<file path="config.mk">
export PLATFORM = sky130hd
export DESIGN_NAME = acc_cpu_param_flat
export DESIGN_NICKNAME = d
export VERILOG_FILES = /design/src/rtl/acc_cpu_param_if.sv /design/src/rtl/acc_cpu_param.sv /design/src/flat_wrapper.sv
export SDC_FILE = /design/constraint.sdc
export NUM_CORES = 1
export LEC_CHECK = 0
export BUFFER_PORTS_ARGS = -buffer_cell sky130_fd_sc_hd__buf_4
export CORE_MARGIN = 3
export CORE_UTILIZATION = 35
export CTS_BUF_LIST = sky130_fd_sc_hd__clkbuf_8 sky130_fd_sc_hd__clkbuf_16
export DETAILED_ROUTE_END_ITERATION = 10
export PLACE_DENSITY = 0.56
export SETUP_SLACK_MARGIN = 0.4
export SLEW_MARGIN = 20
export SYNTH_ARGS = -nofsm -noshare
export SYNTH_HDL_FRONTEND = slang
export SYNTH_SLANG_ARGS = --single-unit
</file>
<file path="constraint.sdc">
create_clock -name clk -period 4.85 [get_ports clk]
set_clock_uncertainty 0.2 [all_clocks]
set_input_delay 0.2425 -clock clk [delete_from_list [all_inputs] [get_ports clk]]
set_output_delay 0.2425 -clock clk [all_outputs]
set_load 0.01 [all_outputs]
</file>
<file path="src/rtl/acc_cpu_param_if.sv">
// Fetch and data-memory bus for acc_cpu_param.
// The master side is the core and the slave side is the ROM/RAM/bus fabric.
interface acc_cpu_param_if #(
    parameter int DW = 8,
    parameter int AW = 8
);
    logic [7+DW:0]  instr_in;
    logic           instr_valid;
    logic [AW-1:0]  pc_out;
    logic [AW-1:0]  mem_addr;
    logic [DW-1:0]  mem_wdata;
    logic [DW-1:0]  mem_rdata;
    logic           mem_req;
    logic           mem_we;
    logic           mem_ack;

    modport master (
        input  instr_in, instr_valid, mem_rdata, mem_ack,
        output pc_out, mem_addr, mem_wdata, mem_req, mem_we
    );

    modport slave (
        output instr_in, instr_valid, mem_rdata, mem_ack,
        input  pc_out, mem_addr, mem_wdata, mem_req, mem_we
    );
endinterface

</file>
<file path="src/rtl/acc_cpu_param.sv">
// Parametrised accumulator core: fetch/exec/mem FSM, hardware return stack,
// valid-handshaked instruction fetch and req/ack data memory.
module acc_cpu_param #(
    parameter int DW          = 8,
    parameter int AW          = 8,
    parameter int STACK_DEPTH = 4
) (
    input  logic              clk,
    input  logic              res,
    acc_cpu_param_if.master   bus,
    output logic [DW-1:0]     ac_out,
    output logic [1:0]        flags_out,
    output logic              halted,
    output logic              stack_fault
);
    // Stack pointer must be able to hold STACK_DEPTH itself (the "full" value).
    localparam int              SPW     = $clog2(STACK_DEPTH + 1);
    localparam int              SLOTS   = 1 << SPW;
    localparam logic [SPW-1:0]  SP_FULL = SPW'(STACK_DEPTH);
    localparam logic [SPW-1:0]  SP_ONE  = SPW'(1);
    localparam logic [AW-1:0]   PC_ONE  = AW'(1);

    localparam logic [7:0] OP_NOP  = 8'h00;
    localparam logic [7:0] OP_LDI  = 8'h01;
    localparam logic [7:0] OP_LD   = 8'h02;
    localparam logic [7:0] OP_ST   = 8'h03;
    localparam logic [7:0] OP_ADD  = 8'h04;
    localparam logic [7:0] OP_ADDM = 8'h05;
    localparam logic [7:0] OP_SUB  = 8'h06;
    localparam logic [7:0] OP_AND  = 8'h07;
    localparam logic [7:0] OP_OR   = 8'h08;
    localparam logic [7:0] OP_XOR  = 8'h09;
    localparam logic [7:0] OP_JMP  = 8'h0A;
    localparam logic [7:0] OP_JZ   = 8'h0B;
    localparam logic [7:0] OP_JC   = 8'h0C;
    localparam logic [7:0] OP_CALL = 8'h0D;
    localparam logic [7:0] OP_RET  = 8'h0E;
    localparam logic [7:0] OP_HLT  = 8'h0F;

    typedef enum logic [1:0] {ST_FETCH, ST_EXEC, ST_MEM, ST_HALT} state_t;

    state_t          state, state_nx;
    logic [AW-1:0]   pc, pc_inc;
    logic [DW-1:0]   ac;
    logic            c_flag, z_flag;
    logic [7+DW:0]   ir;
    logic [7:0]      opcode;
    logic [DW-1:0]   imm;
    logic [AW-1:0]   opa;
    logic [AW-1:0]   addr_q;
    logic [DW-1:0]   wdata_q;
    logic            we_q;
    logic [SPW-1:0]  sp, sp_dec;
    logic [AW-1:0]   stack [SLOTS];
    logic            stack_full, stack_empty, push;
    logic [DW:0]     add_imm, sub_imm, add_mem;

    assign opcode      = ir[7+DW:DW];
    assign imm         = ir[DW-1:0];
    assign opa         = imm[AW-1:0];
    assign pc_inc      = pc + PC_ONE;
    assign sp_dec      = sp - SP_ONE;
    assign stack_full  = (sp == SP_FULL);
    assign stack_empty = (sp == '0);
    assign push        = (state == ST_EXEC) && (opcode == OP_CALL) && !stack_full;
    // Extra top bit carries the ADD carry / SUB borrow.
    assign add_imm     = {1'b0, ac} + {1'b0, imm};
    assign sub_imm     = {1'b0, ac} - {1'b0, imm};
    assign add_mem     = {1'b0, ac} + {1'b0, bus.mem_rdata};

    // State register; reset abandons any access in flight.
    always_ff @(posedge clk or negedge res) begin
        if (!res) state <= ST_FETCH;
        else      state <= state_nx;
    end

    // Next-state decode; unknown opcodes and stack faults end in HALT.
    always_comb begin
        state_nx = state;
        unique case (state)
            ST_FETCH: if (bus.instr_valid) state_nx = ST_EXEC;
            ST_EXEC: begin
                case (opcode)
                    OP_LD, OP_ST, OP_ADDM: state_nx = ST_MEM;
                    OP_HLT:                state_nx = ST_HALT;
                    OP_CALL:               state_nx = stack_full  ? ST_HALT : ST_FETCH;
                    OP_RET:                state_nx = stack_empty ? ST_HALT : ST_FETCH;
                    OP_NOP, OP_LDI, OP_ADD, OP_SUB, OP_AND, OP_OR, OP_XOR,
                    OP_JMP, OP_JZ, OP_JC:  state_nx = ST_FETCH;
                    default:               state_nx = ST_HALT;
                endcase
            end
            ST_MEM:  if (bus.mem_ack) state_nx = ST_FETCH;
            ST_HALT: state_nx = ST_HALT;
        endcase
    end

    // Outputs derived from registered state and datapath registers.
    always_comb begin
        bus.pc_out    = pc;
        bus.mem_addr  = addr_q;
        bus.mem_wdata = wdata_q;
        bus.mem_we    = we_q;
        bus.mem_req   = (state == ST_MEM);
        halted        = (state == ST_HALT);
        ac_out        = ac;
        flags_out     = {c_flag, z_flag};
    end

    // Datapath: IR latch, ALU/flags, PC sequencing, memory address/data regs.
    always_ff @(posedge clk or negedge res) begin
        if (!res) begin
            pc          <= '0;
            ac          <= '0;
            c_flag      <= 1'b0;
            z_flag      <= 1'b0;
            ir          <= '0;
            addr_q      <= '0;
            wdata_q     <= '0;
            we_q        <= 1'b0;
            sp          <= '0;
            stack_fault <= 1'b0;
        end else begin
            case (state)
                ST_FETCH: if (bus.instr_valid) ir <= bus.instr_in;
                ST_EXEC: begin
                    case (opcode)
                        OP_NOP: pc <= pc_inc;
                        OP_LDI: begin
                            ac     <= imm;
                            z_flag <= (imm == '0);
                            pc     <= pc_inc;
                        end
                        OP_LD, OP_ADDM: begin
                            addr_q <= opa;
                            we_q   <= 1'b0;
                        end
                        OP_ST: begin
                            addr_q  <= opa;
                            we_q    <= 1'b1;
                            wdata_q <= ac;
                        end
                        OP_ADD: begin
                            ac     <= add_imm[DW-1:0];
                            c_flag <= add_imm[DW];
                            z_flag <= (add_imm[DW-1:0] == '0);
                            pc     <= pc_inc;
                        end
                        OP_SUB: begin
                            ac     <= sub_imm[DW-1:0];
                            c_flag <= sub_imm[DW];
                            z_flag <= (sub_imm[DW-1:0] == '0);
                            pc     <= pc_inc;
                        end
                        OP_AND: begin
                            ac     <= ac & imm;
                            z_flag <= ((ac & imm) == '0);
                            pc     <= pc_inc;
                        end
                        OP_OR: begin
                            ac     <= ac | imm;
                            z_flag <= ((ac | imm) == '0);
                            pc     <= pc_inc;
                        end
                        OP_XOR: begin
                            ac     <= ac ^ imm;
                            z_flag <= ((ac ^ imm) == '0);
                            pc     <= pc_inc;
                        end
                        OP_JMP: pc <= opa;
                        OP_JZ:  pc <= z_flag ? opa : pc_inc;
                        OP_JC:  pc <= c_flag ? opa : pc_inc;
                        OP_CALL: begin
                            if (stack_full) begin
                                stack_fault <= 1'b1;
                            end else begin
                                sp <= sp + SP_ONE;
                                pc <= opa;
                            end
                        end
                        OP_RET: begin
                            if (stack_empty) begin
                                stack_fault <= 1'b1;
                            end else begin
                                sp <= sp_dec;
                                pc <= stack[sp_dec];
                            end
                        end
                        default: ; // HLT and illegal opcodes keep PC on the halting word
                    endcase
                end
                ST_MEM: begin
                    if (bus.mem_ack) begin
                        if (opcode == OP_LD) begin
                            ac     <= bus.mem_rdata;
                            z_flag <= (bus.mem_rdata == '0);
                        end else if (opcode == OP_ADDM) begin
                            ac     <= add_mem[DW-1:0];
                            c_flag <= add_mem[DW];
                            z_flag <= (add_mem[DW-1:0] == '0);
                        end
                        pc <= pc_inc;
                    end
                end
                default: ;
            endcase
        end
    end

    // Return-address storage; contents are only meaningful below sp.
    always_ff @(posedge clk) begin
        if (push) stack[sp] <= pc_inc;
    end
endmodule

</file>
<file path="src/flat_wrapper.sv">
// flat-port wrapper written by rule: the top's interface ports become plain ports
module acc_cpu_param_flat 
#(
    parameter int DW          = 8,
    parameter int AW          = 8,
    parameter int STACK_DEPTH = 4
)
  (clk, res, ac_out, flags_out, halted, stack_fault, bus_instr_in, bus_instr_valid, bus_mem_rdata, bus_mem_ack, bus_pc_out, bus_mem_addr, bus_mem_wdata, bus_mem_req, bus_mem_we);
  acc_cpu_param_if #(.DW(DW), .AW(AW)) bus_i ();
  input  logic clk;
  input  logic res;
  output logic [DW-1:0] ac_out;
  output logic [1:0] flags_out;
  output logic halted;
  output logic stack_fault;
  input wire logic [$bits(bus_i.instr_in)-1:0] bus_instr_in;
  input wire logic [$bits(bus_i.instr_valid)-1:0] bus_instr_valid;
  input wire logic [$bits(bus_i.mem_rdata)-1:0] bus_mem_rdata;
  input wire logic [$bits(bus_i.mem_ack)-1:0] bus_mem_ack;
  output wire logic [$bits(bus_i.pc_out)-1:0] bus_pc_out;
  output wire logic [$bits(bus_i.mem_addr)-1:0] bus_mem_addr;
  output wire logic [$bits(bus_i.mem_wdata)-1:0] bus_mem_wdata;
  output wire logic [$bits(bus_i.mem_req)-1:0] bus_mem_req;
  output wire logic [$bits(bus_i.mem_we)-1:0] bus_mem_we;
  assign bus_i.instr_in = bus_instr_in;
  assign bus_i.instr_valid = bus_instr_valid;
  assign bus_i.mem_rdata = bus_mem_rdata;
  assign bus_i.mem_ack = bus_mem_ack;
  assign bus_pc_out = bus_i.pc_out;
  assign bus_mem_addr = bus_i.mem_addr;
  assign bus_mem_wdata = bus_i.mem_wdata;
  assign bus_mem_req = bus_i.mem_req;
  assign bus_mem_we = bus_i.mem_we;
  acc_cpu_param #(.DW(DW), .AW(AW), .STACK_DEPTH(STACK_DEPTH)) u_core (.clk(clk), .res(res), .bus(bus_i), .ac_out(ac_out), .flags_out(flags_out), .halted(halted), .stack_fault(stack_fault));
endmodule
</file>
==> impl_results.md, run 1 <==
- HPWL Detailed: 14600 um
- Slowest Stage Delay on Critical Path: 0.82 ns
- WS Path Type: register to register
- Leading area contributor after synthesis: edfxtp_1
- Worst Hold Class: primary input to register
- Pwr/cell area: 689.0 nW/um2
- Worst r2r path cells: 9
- Clock-pin slew on the worst setup and hold paths: 0.06 ns
- Period minus WS final: 3.287 ns
- Finished Core Util: 0.4299
- Peak VDD IR: 0.4276 mV
- DIE HEIGHT: 150.3 um
- Later-pin clock latency in the skew report: 0.42 ns
- Layout cells sized above 1: 0.2511
- Syn nets: 702
- Die Wd: 150.3 um
- Pin count of the biggest net entering global routing: 58
- Largest cells by area after synthesis: edfxtp_1 26%, dfrtp_1 20%, ha_1 7.0%
- Starting Density: 0.3578
- Cell count after synthesis: 630
- Register area: 3348 um2
- Via density per instance: 5.619
- Total die area: 22590 um2
- Critical-path maximum fanout: 19
- Reg2reg start: u_core.state[0]
- Main flop type after synthesis: edfxtp_1
- Crit. End Element: register
- Fmax: 304.3 MHz
- H-tree levels: 4
- Initial antenna violation count: 0
- Unrepaired setup endpoints after global routing: false
- Hold violation total from the final report: 0
- CP Data Required Time: 4.94 ns
- Synth-to-layout area growth: 20.14%
- FF-to-FF setup slack: 1.56 ns
- PnR worst setup slack: 1.563 ns
- CP startpoint kind: register
- EDFF count, synth: 64
- Post-Syn Area: 7287 um2
- Syn_area_per_cell: 11.57 um2
- Final setup fails: 0
- Final Net Count: 772
- Hold path depth: 4
- Post-CTS setup buffers: 0
- Synth top area share: 0.2637
- GPL Wtd Cong: 0.9157
- Maxcap violations: 0
- Rows: 52
- Detailed Route Iter0 Violations: 445
- Post-Place Setup Slack: 1.632 ns
- WL per Instance: 21.26 um
- Number of remaining DRC errors: 0
- Seq cells post-synth: 121
- Setup TNS: 0 ns
- CTS Root Buffer Type: clkbuf_16
- IO Count: 66
- First-pass GRT wire length: 32760 um
- Yosys warns: 0
- Area used by multi-input combinational logic: 3657 um2
- Antenna viol nets, final: 0
- Status: completed
- Worst hold endpoint: u_core.ac_out[6]
- Fillers: 1873
- Via count: 5523
- CP max stage cell: ha_1
- Cell Chain, Critical Path: inv_1 > ha_1 > nand2_1 > a211o_1 > a221o_2 > nor2_4 > and4b_1 > o211ai_2 > o311a_1
- Netlist cell types: 75
- Vias in the first global route: 5750
- Routed WL: 20890 um
- Seq/Total Area, Yosys: 0.4595
- Core Area: 20360 um2
- Fin crit share: 0.6777
- Slew headroom: 0.3372
- I/O Buffers: 65
- Tightest Pin Transition: 0.9905 ns
- GRT Util Overall: 0.1905
- Worst EP arrival: 3.38 ns
- CTS max path bufs: 2
- Pleak: 0.003438 uW
- First-pass detailed-route iteration total: 6
- CTS sink count: 121
- Num CTS Buffers: 17
- Post-synth ARST share: 0.4711
- # diodes: 0
- Hold path startpoint: bus_mem_rdata[6]
- Fin. max-slew vios: 0
- GRT Residual Overflow: 0
- CTS tree: built
- Critical R2R Capture: u_core.z_flag
-- state kept, by name, summed over array words and instances, names as in the netlist, 2 cells and up --
register              flops
u_core.bus.mem_wdata      8
u_core.bus.mem_addr       8
u_core.sp                 3
u_core.stack             64
u_core.ir                16
u_core.state              2
u_core.ac_out             8
u_core.bus.pc_out         8
-- final cells by class --
class / count / area share
Timing Repair Buffer: 83 / 0.07603
Inverter: 35 / 0.01501
Tap cell: 270 / 0.03859
Clock inverter: 15 / 0.02158
Multi-Input combinational cell: 442 / 0.4178
Sequential cell: 121 / 0.3824
Clock buffer: 17 / 0.04859
-- cells in the mapped netlist, types with 11 or more instances --
| cell | count |
|---|---|
| edfxtp_1 | 64 |
| dfrtp_1 | 57 |
| mux2_2 | 42 |
| ha_1 | 41 |
| nand2_1 | 37 |
| inv_1 | 35 |
| nor2_1 | 33 |
| a21oi_1 | 24 |
| o21ai_0 | 20 |
| xnor2_1 | 19 |
| mux4_2 | 16 |
| nand3_1 | 15 |
| clkbuf_1 | 14 |
| nor3_1 | 13 |
| a21o_1 | 12 |
| a31oi_1 | 11 |
| buf_2 | 11 |
-- layer usage --
metal  global-route usage  vias up  part of all wire
met5                    0        -                 0
met4              0.05215        0             0.020
met3              0.04124       39             0.050
met2               0.3292      180              0.51
met1               0.2412     2778              0.42
li1                     -     2526                 -
-- worst max-delay path by stage --
stage / from / end / slack [ns] / cells after the start
global route: u_core.state[0] / u_core.z_flag / 1.41 / 9
finish: u_core.state[0] / u_core.z_flag / 1.56 / 9
floorplan: u_core.sp[0] / u_core.bus.pc_out[1] / 1.60 / 11
detailed placement: u_core.state[0] / u_core.z_flag / 1.63 / 9
global placement: u_core.sp[0] / u_core.bus.pc_out[0] / 1.68 / 9
CTS: u_core.state[0] / u_core.z_flag / 1.59 / 9
-- power by group --
part / switching, uW / internal (uW) / leakage [uW] / total (uW)
Combinational: 1600 / 1270 / 0.00184 / 2870
Clock: 519 / 820 / 0.000306 / 1340
Sequential: 436 / 1390 / 0.00129 / 1830
Total: 2550 / 3480 / 0.00344 / 6030
-- critical path: cells and delay by family, from the launching register on --
family,cells,cell delay (ns)
AOI/OAI and AO/OA,4,1.03
adders and majority gates,1,0.82
and+or+nand+nor,3,0.58
DFF,1,0.40
buffers and inverters,1,0.13
-- timing repair --
action,4_1_cts,5_1_grt
hold endpoints to repair,73,0
resized for setup,0,0
endpoints found under the setup margin,0,0
hold buffers,17,0
-- placed cells by master, fill, tap and decap left out, types with 4 or more instances in the layout --
cell,count
mux4_2,16
xnor2_1,19
or2_2,4
edfxtp_1,64
a211oi_1,10
clkinv_4,4
o21a_1,4
nand2_1,37
and3_1,6
a21oi_1,24
dlygate4sd3_1,17
mux2i_1,4
xor2_1,6
a22o_1,4
ha_1,41
o31ai_1,6
nand3_1,15
mux2_2,42
a31oi_1,11
nand2b_1,9
nor2_1,33
nand3b_1,5
inv_6,5
buf_4,66
nor3_1,11
nor4_1,7
a22oi_1,8
o221ai_1,9
o21bai_1,4
clkbuf_16,17
o211ai_1,6
o21ai_0,20
a21o_1,12
dfrtp_1,57
nand4_1,8
nor2b_1,6
inv_1,36
-- metrics by stage --
step | total power (uW) | cell area, um2 | hold slack [ns] | cells
global placement | 4642 | 7970 | 0.1716 | 934
finish | 6032 | 8755 | 0.007954 | 983
detailed placement | 4679 | 7970 | 0.1858 | 934
CTS | 6045 | 8755 | 0.001684 | 983
global route | 6437 | 8755 | 0.01256 | 983
floorplan | 3782 | 7287 | -0.2531 | 630
-- kinds of logic (layout without fill, tap and decap cells) --
group	count (synthesis)	after routing	synth area share
AND/OR/NAND/NOR	165	165	0.1279
flip-flops	121	121	0.4595
buffers and inverters	67	150	0.04001
XOR/XNOR	25	25	0.03005
multiplexers	62	62	0.1198
AO/OA/AOI/OAI	146	146	0.1441
adder cells (fa/ha/maj)	44	44	0.07864
Note: power is estimated with default switching activity, not from simulation.
==> inputs of run 2 (changes only) <==
clock period = 3.1 ns   (was 4.85 ns; I/O delays follow)
==> run 2 against run 1 <==
Utilization rose by 2.8 points. Clock power increased by 55%. Critical path depth unchanged. Highest routed layer unchanged. Critical path type unchanged.
==> impl_results.md, run 2 (synthesis gave the netlist of run 1 again) <==
- Biggest register: u_core.stack (unchanged)
- Area used by multi-input combinational logic: 3819 um2 (was 3657 um2)
- Slew headroom: 0.4498 (was 0.3372)
- Crit. End Element: register (unchanged)
- Unrepaired setup endpoints after global routing: true (was false)
- Die Wd: 150.3 um (unchanged)
- Largest register FFs: 64 (unchanged)
- CP startpoint kind: register (unchanged)
- Setup TNS: 0 ns (unchanged)
- FF-to-FF setup slack: 0.32 ns (was 1.56 ns)
- Pleak: 0.003725 uW (was 0.003438 uW)
- Final Net Count: 825 (was 772)
- Worst EP arrival: 2.95 ns (was 3.38 ns)
- Final setup fails: 0 (unchanged)
- Core Area: 20360 um2 (unchanged)
- Register area: 3354 um2 (was 3348 um2)
- Worst hold endpoint: u_core.ac_out[4] (was u_core.ac_out[6])
- Fin crit share: 0.8958 (was 0.6777)
- IO Count: 66 (unchanged)
- Clock-pin slew on the worst setup and hold paths: 0.07 ns (was 0.06 ns)
- Starting Density: 0.3578 (unchanged)
- Tightest Pin Transition: 0.8233 ns (was 0.9905 ns)
- Cell Chain, Critical Path: ha_4 > fa_2 > buf_4 > xor2_1 > nor3_1 > nand4b_1 > or4b_4 > o211ai_2 > o311a_1 (was inv_1 > ha_1 > nand2_1 > a211o_1 > a221o_2 > nor2_4 > and4b_1 > o211ai_2 > o311a_1)
- Hold path startpoint: bus_mem_rdata[4] (was bus_mem_rdata[6])
- PnR worst setup slack: 0.3231 ns (was 1.563 ns)
- Pin count of the biggest net entering global routing: 58 (unchanged)
- Via density per instance: 5.531 (was 5.619)
- Critical-path maximum fanout: 5 (was 19)
- WL per Instance: 21.73 um (was 21.26 um)
- Total die area: 22590 um2 (unchanged)
- Reg2reg start: u_core.ac_out[0] (was u_core.state[0])
- Via count: 5730 (was 5523)
- Worst Hold Class: primary input to register (unchanged)
- Antenna viol nets, final: 0 (unchanged)
- Detailed Route Iter0 Violations: 484 (was 445)
- Status: completed (unchanged)
- Later-pin clock latency in the skew report: 0.42 ns (about the same)
- Num CTS Buffers: 17 (unchanged)
- First-pass detailed-route iteration total: 5 (was 6)
- GRT Util Overall: 0.2030 (was 0.1905)
- Slowest Stage Delay on Critical Path: 0.51 ns (was 0.82 ns)
- I/O Buffers: 65 (unchanged)
- Pwr/cell area: 1102 nW/um2 (was 689.0 nW/um2)
- Area post-placement: 8247 um2 (was 7970 um2)
- Critical R2R Capture: u_core.z_flag (unchanged)
- HPWL Detailed: 15920 um (was 14600 um)
- Synth-to-layout area growth: 27.94% (was 20.14%)
- GRT Residual Overflow: 0 (unchanged)
- Number of remaining DRC errors: 0 (unchanged)
- CTS Root Buffer Type: clkbuf_16 (unchanged)
- Highest-count cells in the layout ignoring fill and taps: 114 x buf_4, 64 x edfxtp_1, 52 x dfrtp_1 (was 66 x buf_4, 64 x edfxtp_1, 57 x dfrtp_1)
- Fillers: 1839 (was 1873)
- Hold violation total from the final report: 0 (unchanged)
- Fmax: 360.1 MHz (was 304.3 MHz)
- First-pass GRT wire length: 34350 um (was 32760 um)
- Period minus WS final: 2.777 ns (was 3.287 ns)
- Vias in the first global route: 5804 (was 5750)
- CP max stage cell: or4b_4 (was ha_1)
- CTS tree: built (unchanged)
- Fin cells: 1036 (was 983)
- DP Cell Count: 971 (was 934)
- GPL Wtd Cong: 0.9157 (unchanged)
- Fin. max-slew vios: 0 (unchanged)
- CP Data Required Time: 3.27 ns (was 4.94 ns)
- DIE HEIGHT: 150.3 um (unchanged)
- Layout cells sized above 1: 0.3355 (was 0.2511)
- CTS max path bufs: 2 (unchanged)
- H-tree levels: 4 (unchanged)
- Hold path depth: 6 (was 4)
- CP delay by family, top: simple AND/OR/NAND/NOR gates (was compound AO/OA/AOI/OAI gates)
- Maxcap violations: 0 (unchanged)
- Routed WL: 22520 um (was 20890 um)
- Peak VDD IR: 0.4295 mV (was 0.4276 mV)
- Worst r2r path cells: 9 (unchanged)
- Rows: 52 (unchanged)
- Pwr Total: 10280 uW (was 6032 uW)
- CP bufs+invs: 1 (unchanged)
- Most common cell after layout, fill and taps aside: buf_4 (unchanged)
- Top Registers: u_core.stack x64, u_core.ir x16 (unchanged)
- WS Path Type: register to register (unchanged)
- Initial antenna violation count: 0 (unchanged)
- Final Instance Area: 9323 um2 (was 8755 um2)
- CTS sink count: 121 (unchanged)
- Post-Place Setup Slack: 0.2326 ns (was 1.632 ns)
- # diodes: 0 (unchanged)
## run 2: layer usage
metal | part of all wire | global-route usage
met5 | 0 | 0
met4 | 0.020 | 0.06359
met3 | 0.050 | 0.03462
met2 | 0.51 | 0.3499
met1 | 0.42 | 0.2607
## run 2: layout make-up
class,count,share of cell area
clock inverters,15,0.01919
inverters,35,0.01409
flip-flops and latches,121,0.3598
clock buffers,17,0.04563
multi-input cells,442,0.4096
repair buffers,136,0.1154
well taps,270,0.03624
## run 2: through the flow
stage	hold slack [ns]	util
after floorplan	-0.3406	-
after global placement	0.09239	0.4050
after detailed placement	0.1040	0.4050
after CTS	0.06288	0.4494
after global routing	0.09967	0.4578
final	0.08410	0.4578
## run 2: how the worst max path moves through the flow
stage          slack [ns]  cells after the start                    to             start
2_1_floorplan        0.38                     11  u_core.bus.pc_out[1]      u_core.sp[0]
3_3_place_gp         0.25                      9         u_core.z_flag  u_core.ac_out[1]
3_5_place_dp         0.23                      9         u_core.z_flag  u_core.ac_out[0]
4_1_cts              0.38                      8         u_core.z_flag  u_core.ac_out[5]
5_1_grt              0.21                      9         u_core.z_flag  u_core.ac_out[0]
6_report             0.32                      9         u_core.z_flag  u_core.ac_out[0]
## run 2: what timing repair did
action                                  CTS  global route
hold buffers                             22             0
endpoints found under the setup margin   10            11
pin swaps                                 5            11
cloned                                    0             0
endpoints found under the hold margin    79             0
resized for setup                        14            24
setup buffers                             3             8
## run 2: power by group
group          switching [uW]  total (uW)  internal (uW)
registers                 409        2600           2190
logic                    3120        5600           2480
clock network             858        2080           1220
total                    4390       10300           5890
## run 2: worst register-to-register path, delay by kind of cell, from the launching register on
family	cells	cell delay [ns]
buffers and inverters	1	0.16
AND/OR/NAND/NOR	3	0.91
flip-flops	1	0.44
AO/OA/AOI/OAI	2	0.24
XOR/XNOR	1	0.15
adder cells (fa/ha/maj)	2	0.62
